<file path="config.mk">
export PLATFORM = sky130hd
export DESIGN_NAME = dct_streamer
export DESIGN_NICKNAME = d
export VERILOG_FILES = /design/src/rtl/dct_pkg.sv /design/src/rtl/dct_streamer.sv
export SDC_FILE = /design/constraint.sdc
export NUM_CORES = 1
export LEC_CHECK = 0
export CAP_MARGIN = 20
export CORE_MARGIN = 2
export CORE_UTILIZATION = 30
export CTS_CLUSTER_SIZE = 40
export DETAILED_ROUTE_END_ITERATION = 10
export GPL_ROUTABILITY_DRIVEN = 0
export MAX_ROUTING_LAYER = met4
export PLACE_DENSITY = 0.52
export REMOVE_ABC_BUFFERS = 1
export SYNTH_ARGS = -nofsm -noshare
export SYNTH_HDL_FRONTEND = slang
export SYNTH_SLANG_ARGS = --single-unit
</file>
<file path="constraint.sdc">
create_clock -name clk -period 3.7 [get_ports clk]
set_input_delay 0.37 -clock clk [delete_from_list [all_inputs] [get_ports clk]]
set_output_delay 0.37 -clock clk [all_outputs]
set_load 0.02 [all_outputs]
</file>
<file path="src/rtl/dct_pkg.sv">
// dct_pkg: definitions shared by the DCT streamer and the DCT peripheral.
//   DCT_ADDR_*       : peripheral register map (8-bit word addresses)
//   dct_strm_state_t : streamer FSM state encoding
package dct_pkg;

  localparam logic [7:0] DCT_ADDR_START = 8'd0;  // write: transform length, starts a transform
  localparam logic [7:0] DCT_ADDR_DATA  = 8'd1;  // write: next input sample
  localparam logic [7:0] DCT_ADDR_SETQ  = 8'd2;  // write: Q-format integer-bit count

  typedef enum logic [2:0] {
    IDLE    = 3'd0,
    SETQ    = 3'd1,
    SETSIZE = 3'd2,
    LOAD    = 3'd3,
    READ    = 3'd4,
    FIN     = 3'd5
  } dct_strm_state_t;

endpackage

</file>
<file path="src/rtl/dct_streamer.sv">
// dct_streamer: streams samples into a memory-mapped DCT peripheral and
// streams the resulting coefficients back out.
//
// A transform is: write Q format, write length N, write N samples, then read
// N coefficients (addresses 0..N-1). Data passes through bit-exact.
//
// Ports
//   clk, reset         : clock, asynchronous active-high reset
//   start, cfg_size,   : begin a transform of length cfg_size with Q-format
//   cfg_qm             :   cfg_qm (sampled only while idle)
//   in_valid/in_ready/ : sample input stream
//   in_data            :
//   out_valid/out_ready: coefficient output stream, out_last marks coeff N-1
//   out_data/out_last  :
//   busy               : high whenever not idle
//   err                : sticky bad-length flag, cleared by the next accepted start
//   avm_*              : master into the DCT peripheral; avm_done low stalls a read
//   dbg_state          : current FSM state
//
// Handshakes: a transfer occurs on a rising edge where valid && ready.
// A valid source holds its data stable until the transfer; ready may be
// asserted independently of valid. On the bus, a write completes in the cycle
// it is issued; a read is held (address and avm_read) until avm_done=1.
module dct_streamer
  import dct_pkg::*;
#(
  parameter int MAX_SIZE = 256,
  parameter int NBITS    = 16
) (
  input  logic             clk,
  input  logic             reset,
  input  logic             start,
  input  logic [8:0]       cfg_size,
  input  logic [NBITS-1:0] cfg_qm,
  input  logic             in_valid,
  output logic             in_ready,
  input  logic [NBITS-1:0] in_data,
  output logic             out_valid,
  input  logic             out_ready,
  output logic [NBITS-1:0] out_data,
  output logic             out_last,
  output logic             busy,
  output logic             err,
  output logic [7:0]       avm_address,
  output logic             avm_read,
  output logic             avm_write,
  output logic [NBITS-1:0] avm_writedata,
  input  logic [NBITS-1:0] avm_readdata,
  input  logic             avm_done,
  output dct_strm_state_t  dbg_state
);

  localparam logic [9:0] MAX_SZ = 10'(MAX_SIZE);

  dct_strm_state_t  state_q, state_d;
  logic [8:0]       size_q, size_d;
  logic [NBITS-1:0] qm_q, qm_d;
  logic [8:0]       count_q, count_d;
  logic [8:0]       k_q, k_d;
  logic             out_valid_q, out_valid_d;
  logic             out_last_q, out_last_d;
  logic [NBITS-1:0] out_data_q, out_data_d;
  logic             err_q, err_d;
  logic             size_ok;

  assign size_ok = (cfg_size >= 9'd2) && ({1'b0, cfg_size} <= MAX_SZ);

  always_ff @(posedge clk or posedge reset) begin
    if (reset) begin
      state_q     <= IDLE;
      size_q      <= '0;
      qm_q        <= '0;
      count_q     <= '0;
      k_q         <= '0;
      out_valid_q <= 1'b0;
      out_last_q  <= 1'b0;
      out_data_q  <= '0;
      err_q       <= 1'b0;
    end else begin
      state_q     <= state_d;
      size_q      <= size_d;
      qm_q        <= qm_d;
      count_q     <= count_d;
      k_q         <= k_d;
      out_valid_q <= out_valid_d;
      out_last_q  <= out_last_d;
      out_data_q  <= out_data_d;
      err_q       <= err_d;
    end
  end

  always_comb begin
    state_d       = state_q;
    size_d        = size_q;
    qm_d          = qm_q;
    count_d       = count_q;
    k_d           = k_q;
    out_valid_d   = out_valid_q;
    out_last_d    = out_last_q;
    out_data_d    = out_data_q;
    err_d         = err_q;
    in_ready      = 1'b0;
    avm_read      = 1'b0;
    avm_write     = 1'b0;
    avm_address   = '0;
    avm_writedata = '0;

    case (state_q)
      IDLE: begin
        if (start) begin
          if (size_ok) begin
            size_d  = cfg_size;
            qm_d    = cfg_qm;
            err_d   = 1'b0;
            count_d = '0;
            k_d     = '0;
            state_d = SETQ;
          end else begin
            // Rejected length: flag it and stay idle without touching the bus.
            err_d = 1'b1;
          end
        end
      end

      SETQ: begin
        avm_write     = 1'b1;
        avm_address   = DCT_ADDR_SETQ;
        avm_writedata = qm_q;
        state_d       = SETSIZE;
      end

      SETSIZE: begin
        avm_write     = 1'b1;
        avm_address   = DCT_ADDR_START;
        avm_writedata = NBITS'(size_q);
        state_d       = LOAD;
      end

      LOAD: begin
        in_ready = 1'b1;
        if (in_valid) begin
          avm_write     = 1'b1;
          avm_address   = DCT_ADDR_DATA;
          avm_writedata = in_data;
          count_d       = count_q + 9'd1;
          if (count_q + 9'd1 == size_q) begin
            k_d     = '0;
            state_d = READ;
          end
        end
      end

      READ: begin
        if (out_valid_q) begin
          // One-entry output buffer: no new read until the held coefficient leaves.
          if (out_ready) begin
            out_valid_d = 1'b0;
            out_last_d  = 1'b0;
            if (out_last_q) state_d = FIN;
          end
        end else begin
          avm_read    = 1'b1;
          avm_address = k_q[7:0];
          if (avm_done) begin
            out_data_d  = avm_readdata;
            out_valid_d = 1'b1;
            out_last_d  = (k_q == size_q - 9'd1);
            k_d         = k_q + 9'd1;
          end
        end
      end

      FIN: state_d = IDLE;

      default: state_d = IDLE;
    endcase
  end

  assign busy      = (state_q != IDLE);
  assign err       = err_q;
  assign out_valid = out_valid_q;
  assign out_last  = out_last_q;
  assign out_data  = out_data_q;
  assign dbg_state = state_q;

endmodule

</file>
==> Word-level counts from Yosys, hierarchy flattened <==
Cells that the tools add are included.
Widths: inputs -> output; s select.
{ "word_totals": {"inputBits": 63, "wordCells": 79, "regBits": 65, "output_inout_bits": 50, "mem_count": 0, "ramBits": 0, "romBits": 0, "latch_bits": 0} }
{ "op_classes": {"order_cmp": 2, "mux": 34, "addsub": 3, "n_shift": 0, "mul": 0, "bitwise": 1, "reduce_logical": 14, "eq_ne": 16, "div": 0} }
{ "op_table": {"columns": ["cell", "n"], "rows": [
  ["$mux 9", 7],
  ["$pmux 16 s3", 1],
  ["$pmux 9 s3", 1],
  ["$pmux 8 s3", 1],
  ["$mux 3", 7],
  ["$ne 2x2->1 const B", 10],
  ["$add 9x1->9 const B", 2],
  ["$eq 9x9->1", 2],
  ["$pmux 9 s2", 1],
  ["$mux 16", 1],
  ["$pmux 3 s5", 1],
  ["$reduce_and 7->1", 2],
  ["$mux 1", 12],
  ["$ge 9x2->1 const B", 1],
  ["$le 9x9->1 const B", 1],
  ["$reduce_and 3->1", 3],
  ["$sub 9x1->9 const B", 1],
  ["$mux 8", 1],
  ["$eq 3x2->1 const B", 2],
  ["$reduce_bool 3->1", 2],
  ["$reduce_and 4->1", 1],
  ["$reduce_bool 2->1", 2],
  ["$eq 3x1->1 const B", 1],
  ["$eq 3x3->1 const B", 1],
  ["6 further kinds", 6]
]} }

==> Longest topological paths before layout <==
Gate-level depths: netlist of the first run.
{ "logic_depth": {"depth_word": 5, "ltp_mapped": 8, "depth_no_buf": 7} }

==> Worst setup path before layout of the first run <==
Ideal clock, no wire load.
{ "synth_path": {"kind": "reg-to-output", "start": "register state_q[0], in the netlist dbg_state[0]", "end": "output port avm_writedata[6]", "required_ns": 3.330, "setup_slack_ns": 1.374, "path_buffers": 2, "path_stages_with_launch": 6, "t_arrival_ns": 1.956, "path_cell_list": "dfrtp_1 -> clkbuf_1 -> nor3b_1 -> buf_2 -> a22oi_1 -> nand2_1"} }
{ "synth_via": {"elab_chain_cells": 2, "elab_cells_between_ends": 4, "classes_between": "eq/ne: 3; mux: 1"} }
{ "synth_rtl": {"columns": ["item", "line_no", "rtl"], "rows": [
  ["start: declaration", "dct_streamer.sv:55", "dct_strm_state_t state_q, state_d;"],
  ["start signal: assignment", "dct_streamer.sv:80", "state_q <= state_d;"],
  ["$eq 3x2->1 or $eq 3x1->1 (tied branches)", "dct_streamer.sv:108", "case (state_q)"],
  ["$pmux 16 s3 (*)", "dct_streamer.sv:108", null],
  ["end: declaration", "dct_streamer.sv:47", "output logic [NBITS-1:0] avm_writedata,"]
]} }
Every way passes the cells marked *; elsewhere a longest branch is shown, timed or not.

==> Worst setup path in the final report of the first run <==
{ "layout_path": {"start": "register state_q[1], in the netlist dbg_state[1]", "end": "output port avm_writedata[11]"} }
Same word-level chain as after synthesis.

==> flow_summary.json, run 1 <==
{
  "critPathTopFamily": "buffers and inverters",
  "r2r_slack_ns": 0.96,
  "avgSynthCellArea_sq_um": 9.77,
  "netSwitchingFraction_pct": 36.5,
  "fp.dieH_um": 117,
  "ctsHoldBuffers": 0,
  "gr-total-overflow": 0,
  "nFillCells": 1244,
  "yosysUniqueCellTypes": 51,
  "setup_tns_ns": 0,
  "p_seq_share_pct": 33.6,
  "post-route-period-util_pct": 76.0,
  "p_int_w": 0.00206,
  "crit_fanout": 25,
  "ctsResizeCount": 0,
  "htreeDepth": 3,
  "synth_edf_count": 0,
  "fin_skew_ns": 0.00748,
  "portBuffers": 112,
  "placedCellCount": 658,
  "core_sq_mm": 0.0126,
  "clk_pin_slew_ns": 0.05,
  "cpPeakStageDelay_ns": 0.61,
  "use_met2_pct": 24.1,
  "drive_above_1_share_pct": 14.9,
  "setup_viol": 0,
  "busiest_layer": "met2",
  "pre_cts_ws_ns": 1.07,
  "yosys_warnings": 0,
  "clock_sinks": 65,
  "rows": 41,
  "avgViaCountPerCell": 4.90,
  "pwr-share-comb_pct": 40.6,
  "grt_antenna_before_repair": 0,
  "cts_root_buf": "clkbuf_16",
  "ir_worst_vdd_mv": 0.209,
  "wl_per_cell_um": 15.9,
  "vias": 3304,
  "cts_tree": "built",
  "grtUsageMet1_pct": 23.9,
  "min_period_ns": 2.81,
  "grtUsageTotal_pct": 16.7,
  "synth_top_area_share_pct": 42.4,
  "slew_violations": 0,
  "numCtsBuffers": 9,
  "criticalPathCategory": "reg2out",
  "status": "finished clean",
  "relSlewSlack_pct": 37.4,
  "dp_hpwl_um": 7620,
  "fmax_mhz": 356,
  "grt_max_degree": 35,
  "firstDrtPassIters": 4,
  "crit_chain": "nor2b_1, and3_1, buf_4, a22o_1, clkdlybuf4s50_1",
  "critPathRequiredTime_ns": 3.33,
  "arrival_ns": 2.44,
  "cp-start-kind": "flop",
  "max_cap_violations": 0,
  "ys.flop_type": "dfrtp_1",
  "netlist_top_cells_area": "dfrtp_1, mux2_2, nand2_1",
  "insertion_delay_ns": 0.33,
  "die_w_um": 117,
  "start_util_pct": 30.5,
  "rsz0062_at_grt": "false",
  "p_per_area_mw_per_mm2": 601,
  "wirelength_um": 10700,
  "synth_area_sq_mm": 0.00384,
  "antenna_left": 0,
  "area_growth_pct": 40.7,
  "hold_path_class": "in2async",
  "synthCells": 393,
  "cellLeakagePower_nw": 2.34,
  "worst_slew_pin_slew_ns": 0.937,
  "pin_count": 113,
  "cpMaxStageDelayCell": "clkdlybuf4s50_1",
  "n_antenna_cell": 0,
  "pwr-share-clk_pct": 25.7,
  "stdcell_count": 674,
  "remaining_drc_errors": 0,
  "nNetsFinal": 563,
  "worst_setup_path_end_kind": "primary output",
  "use_met3_pct": 2.21,
  "final.setup.worst_slack_ns": 0.890,
  "synth_seq_cells": 65,
  "grt_pass1_vias": 3201,
  "synth-async-reset-ratio_pct": 100,
  "postCtsSetupRepairBufs": 0,
  "hold_viol": 0,
  "p_switching_w": 0.00119,
  "dieArea_sq_mm": 0.0137,
  "synth_area_leader_cell": "dfrtp_1",
  "critical_path_buf_inv_count": 2,
  "grt_pass1_wl_um": 17000,
  "synthTopCellsByCount": "dfrtp_1, nand2_1, mux2_2",
  "yosysMostFrequentCell": "dfrtp_1",
  "synth_seq_area_share_pct": 42.4,
  "drt_iter0_drc": 210,
  "cts.path.max_buffers": 2
}
## tightest hold or removal path: cells and delay by family
family,cells,cell delay (ns)
buffers and inverters,3,0.83
## sequential cells by signal (all words and copies together), names as in the netlist, 3 cells and up
register	cells
qm_q	16
count_q	9
k_q	9
out_data	16
dbg_state	3
size_q	9
## kinds of logic (layout without fill, tap and decap cells)
| logic type | after synthesis | after routing | synth area share (%) |
|---|---|---|---|
| DFF | 65 | 65 | 42.4 |
| muxes | 45 | 45 | 13.1 |
| AOI/OAI and AO/OA | 74 | 74 | 13.0 |
| xor gates and xnor gates | 26 | 26 | 6.81 |
| and+or+nand+nor | 141 | 141 | 19.1 |
| adders and majority gates | 3 | 3 | 0.978 |
| buffers and inverters | 39 | 148 | 4.66 |
## per-layer routing
metal  vias to the layer above  share of wire [%]
met5                         -                  0
met4                         0                1.6
met3                        11                5.5
met2                       105                 44
met1                      1582                 49
li1                       1606                  -
## through the flow
| stage | power [W] | hold WS (ns) | cell area [sq um] | util (%) |
|---|---|---|---|---|
| after floorplan | 0.00194 | 0.480 | 3700 | - |
| after global placement | 0.00241 | 0.471 | 5110 | 40.7 |
| after detailed placement | 0.00243 | 0.473 | 5110 | 40.7 |
| after CTS | 0.00328 | 0.469 | 5400 | 43.0 |
| after global routing | 0.00345 | 0.516 | 5400 | 43.0 |
| final | 0.00325 | 0.451 | 5400 | 43.0 |
## final cells by class
cell class	instances	area (sq um)	area share [%]
well taps	172	215	3.98
multi-input cells	289	2040	37.8
clock inverters	5	56.3	1.04
flip-flops and latches	65	1630	30.1
clock buffers	11	233	4.31
repair buffers	121	1190	22.0
inverters	11	41.3	0.764
## final timing paths
| path | to | depth (start not counted) | start |
|---|---|---|---|
| worst min register to register | err | 2 | err |
| max in group asynchronous | out_last | 3 | reset |
| worst min-delay path | out_data[9] | 3 | reset |
| worst max-delay path | avm_writedata[11] | 5 | dbg_state[1] |
| min in group clk | err | 2 | err |
| worst max register to register | dbg_state[0] | 6 | count_q[0] |
## power groups by stage
stage / sequential (W) / combinational [W] / clock [W]
5_1_grt: 0.00113 / 0.00144 / 0.000886
6_report: 0.00109 / 0.00132 / 0.000836
3_3_place_gp: 0.00110 / 0.00131 / 0
3_5_place_dp: 0.00110 / 0.00132 / 0
4_1_cts: 0.00109 / 0.00133 / 0.000858
2_1_floorplan: 0.00106 / 0.000876 / 0
## cells in the final DEF, fill, tap and decap left out, types with 2 or more instances in the layout
cell type	n
or3_1	2
nor4_1	5
a31oi_1	4
dfrtp_1	65
ha_1	3
or4_1	3
nand2_1	45
o21ai_0	15
and4_1	2
clkdlybuf4s50_1	112
o211ai_1	2
a211oi_1	4
clkinv_2	2
a21o_1	2
xnor2_1	15
mux2i_1	4
and3_1	9
a21oi_1	17
nand2b_1	4
a22oi_1	10
nand3_1	15
o31ai_1	2
clkbuf_16	9
and2_1	10
nor3b_2	2
nand4_1	2
a22o_1	7
or2_2	2
inv_1	10
a2111oi_0	3
xor2_1	9
buf_4	9
mux2_2	41
clkbuf_1	2
nor2b_1	5
nor3_1	12
nor2_1	16
o22ai_1	4
(Power assumes the default switching activity.)
==> inputs of run 2 (changes only) <==
Settings changed: PLACE_DENSITY 0.52 to 0.54.
Clock period 3.7 ns to 2.3 ns, I/O delays scaled along.
==> run 2 against run 1 <==
Die area unchanged. Combinational power grew 84%. Core utilization up 3.0 points. Critical path type unchanged.
==> flow_summary.json, run 2 (synthesis gave the netlist of run 1 again) <==
{
  "status": "finished clean",
  "n_antenna_cell": 0,
  "numCtsBuffers": 9,
  "cts_tree": "built",
  "start_util_pct": 30.5,
  "r2r_slack_ns": 0.13,
  "fp.dieH_um": 117,
  "fin_skew_ns": 0.00377,
  "ir_worst_vdd_mv": 0.361,
  "cpPeakStageDelay_ns": 0.44,
  "max_cap_violations": 0,
  "crit_chain": "nor2b_1, and3_1, buf_12, or3_1, dlygate4sd2_1",
  "hold_viol": 0,
  "rows": 41,
  "cts_root_buf": "clkbuf_16",
  "relSlewSlack_pct": 59.5,
  "p_per_area_mw_per_mm2": 982,
  "drt_iter0_drc": 115,
  "cp-start-kind": "flop",
  "cpMaxStageDelayCell": "dfrtp_2",
  "core_sq_mm": 0.0126,
  "criticalPathCategory": "reg2out",
  "layout_common_cells": "clkdlybuf4s50_1, dfrtp_1, nand2_1, mux2_2, buf_4",
  "insertion_delay_ns": 0.32,
  "min_period_ns": 2.22,
  "grt_max_degree": 27,
  "die_w_um": 117,
  "clock_sinks": 65,
  "crit_fanout": 18,
  "avgViaCountPerCell": 4.87,
  "ctsHoldBuffers": 0,
  "grtUsageTotal_pct": 16.7,
  "cts.path.max_buffers": 2,
  "critPathRequiredTime_ns": 2.07,
  "pin_count": 113,
  "placedCellCount": 688,
  "setup_viol": 0,
  "final_util_pct": 46.0,
  "worst_slew_pin_slew_ns": 0.605,
  "worst_setup_path_end_kind": "primary output",
  "fmax_mhz": 451,
  "hold_path_class": "in2async",
  "wl_per_cell_um": 15.4,
  "post-route-period-util_pct": 96.4,
  "dp_hpwl_um": 8060,
  "wirelength_um": 10900,
  "clk_pin_slew_ns": 0.05,
  "cellLeakagePower_nw": 2.73,
  "htreeDepth": 3,
  "grt_antenna_before_repair": 0,
  "area_growth_pct": 50.7,
  "grt_pass1_vias": 3390,
  "slew_violations": 0,
  "dieArea_sq_mm": 0.0137,
  "gr-total-overflow": 0,
  "drive_above_1_share_pct": 21.3,
  "timing.hold.ws_ns": 0.300,
  "firstDrtPassIters": 4,
  "arrival_ns": 1.99,
  "portBuffers": 112,
  "vias": 3446,
  "grt_pass1_wl_um": 17200,
  "finalPower_w": 0.00568,
  "remaining_drc_errors": 0,
  "antenna_left": 0,
  "rsz0062_at_grt": "false",
  "nNetsFinal": 597,
  "final_common_cell": "clkdlybuf4s50_1",
  "stdcell_count": 708
}
run 2: changes by cell type in the layout (fill, tap and decap cells not counted), sizes merged:
cell / before / now
buf: 9 / 43
clkdlybuf4s50: 112 / 88
dlygate4sd2: 0 / 18
dlymetal6s2s: 0 / 6
bufinv: 1 / 3
clkinv: 3 / 1
run 2: stage by stage:
step	setup slack (ns)	setup TNS [ns]	instance area, sq um
2_1_floorplan	-0.512	-16.80	3700
3_3_place_gp	0.0941	0	5400
3_5_place_dp	0.0656	0	5400
4_1_cts	0.0215	0	5730
5_1_grt	0.00660	0	5780
6_report	0.0835	0	5780
run 2: routing by layer:
layer	part of all wire, %	wire, um	track usage [%]	vias up
met5	0	0	-	-
met4	1.2	134	3.92	0
met3	5.3	574	3.50	10
met2	44	4810	24.4	98
met1	49	5370	23.8	1664
li1	-	-	-	1674
run 2: timing repair:
action | CTS | global route
setup buffers | 0 | 4
pin swaps | 0 | 1
endpoints found under the hold margin | 0 | 0
endpoints found under the setup margin | 25 | 10
gates resized for setup | 22 | 8
run 2: cell type report:
class	count	area, sq um
tap	172	215
clock buffer	11	243
multi-input combinational	289	2050
fill	1230	6790
inverter	11	41.3
sequential	65	1630
timing repair buffer	155	1500
clock inverter	5	103
run 2: path summary, 6_finish.rpt:
check,start,endpoint,depth (start not counted)
max in group asynchronous,reset,dbg_state[0],3
min,reset,out_data[1],2
max reg2reg,size_q[0],out_last,7
max,dbg_state[1],avm_write,5
min in group clk,err,err,2
min reg2reg,err,err,2
run 2: power breakdown:
part | internal, W | total, W | switching [W]
clock | 0.00109 | 0.00159 | 0.000503
sequential | 0.00139 | 0.00166 | 0.000264
combinational | 0.00125 | 0.00243 | 0.00118
total | 0.00373 | 0.00568 | 0.00195
run 2: worst max-delay path: cells and delay by family (launching register included):
kind / cells / cell delay, ns
buffers and inverters: 2 / 0.48
flip-flops: 1 / 0.44
AND/OR/NAND/NOR: 3 / 0.73
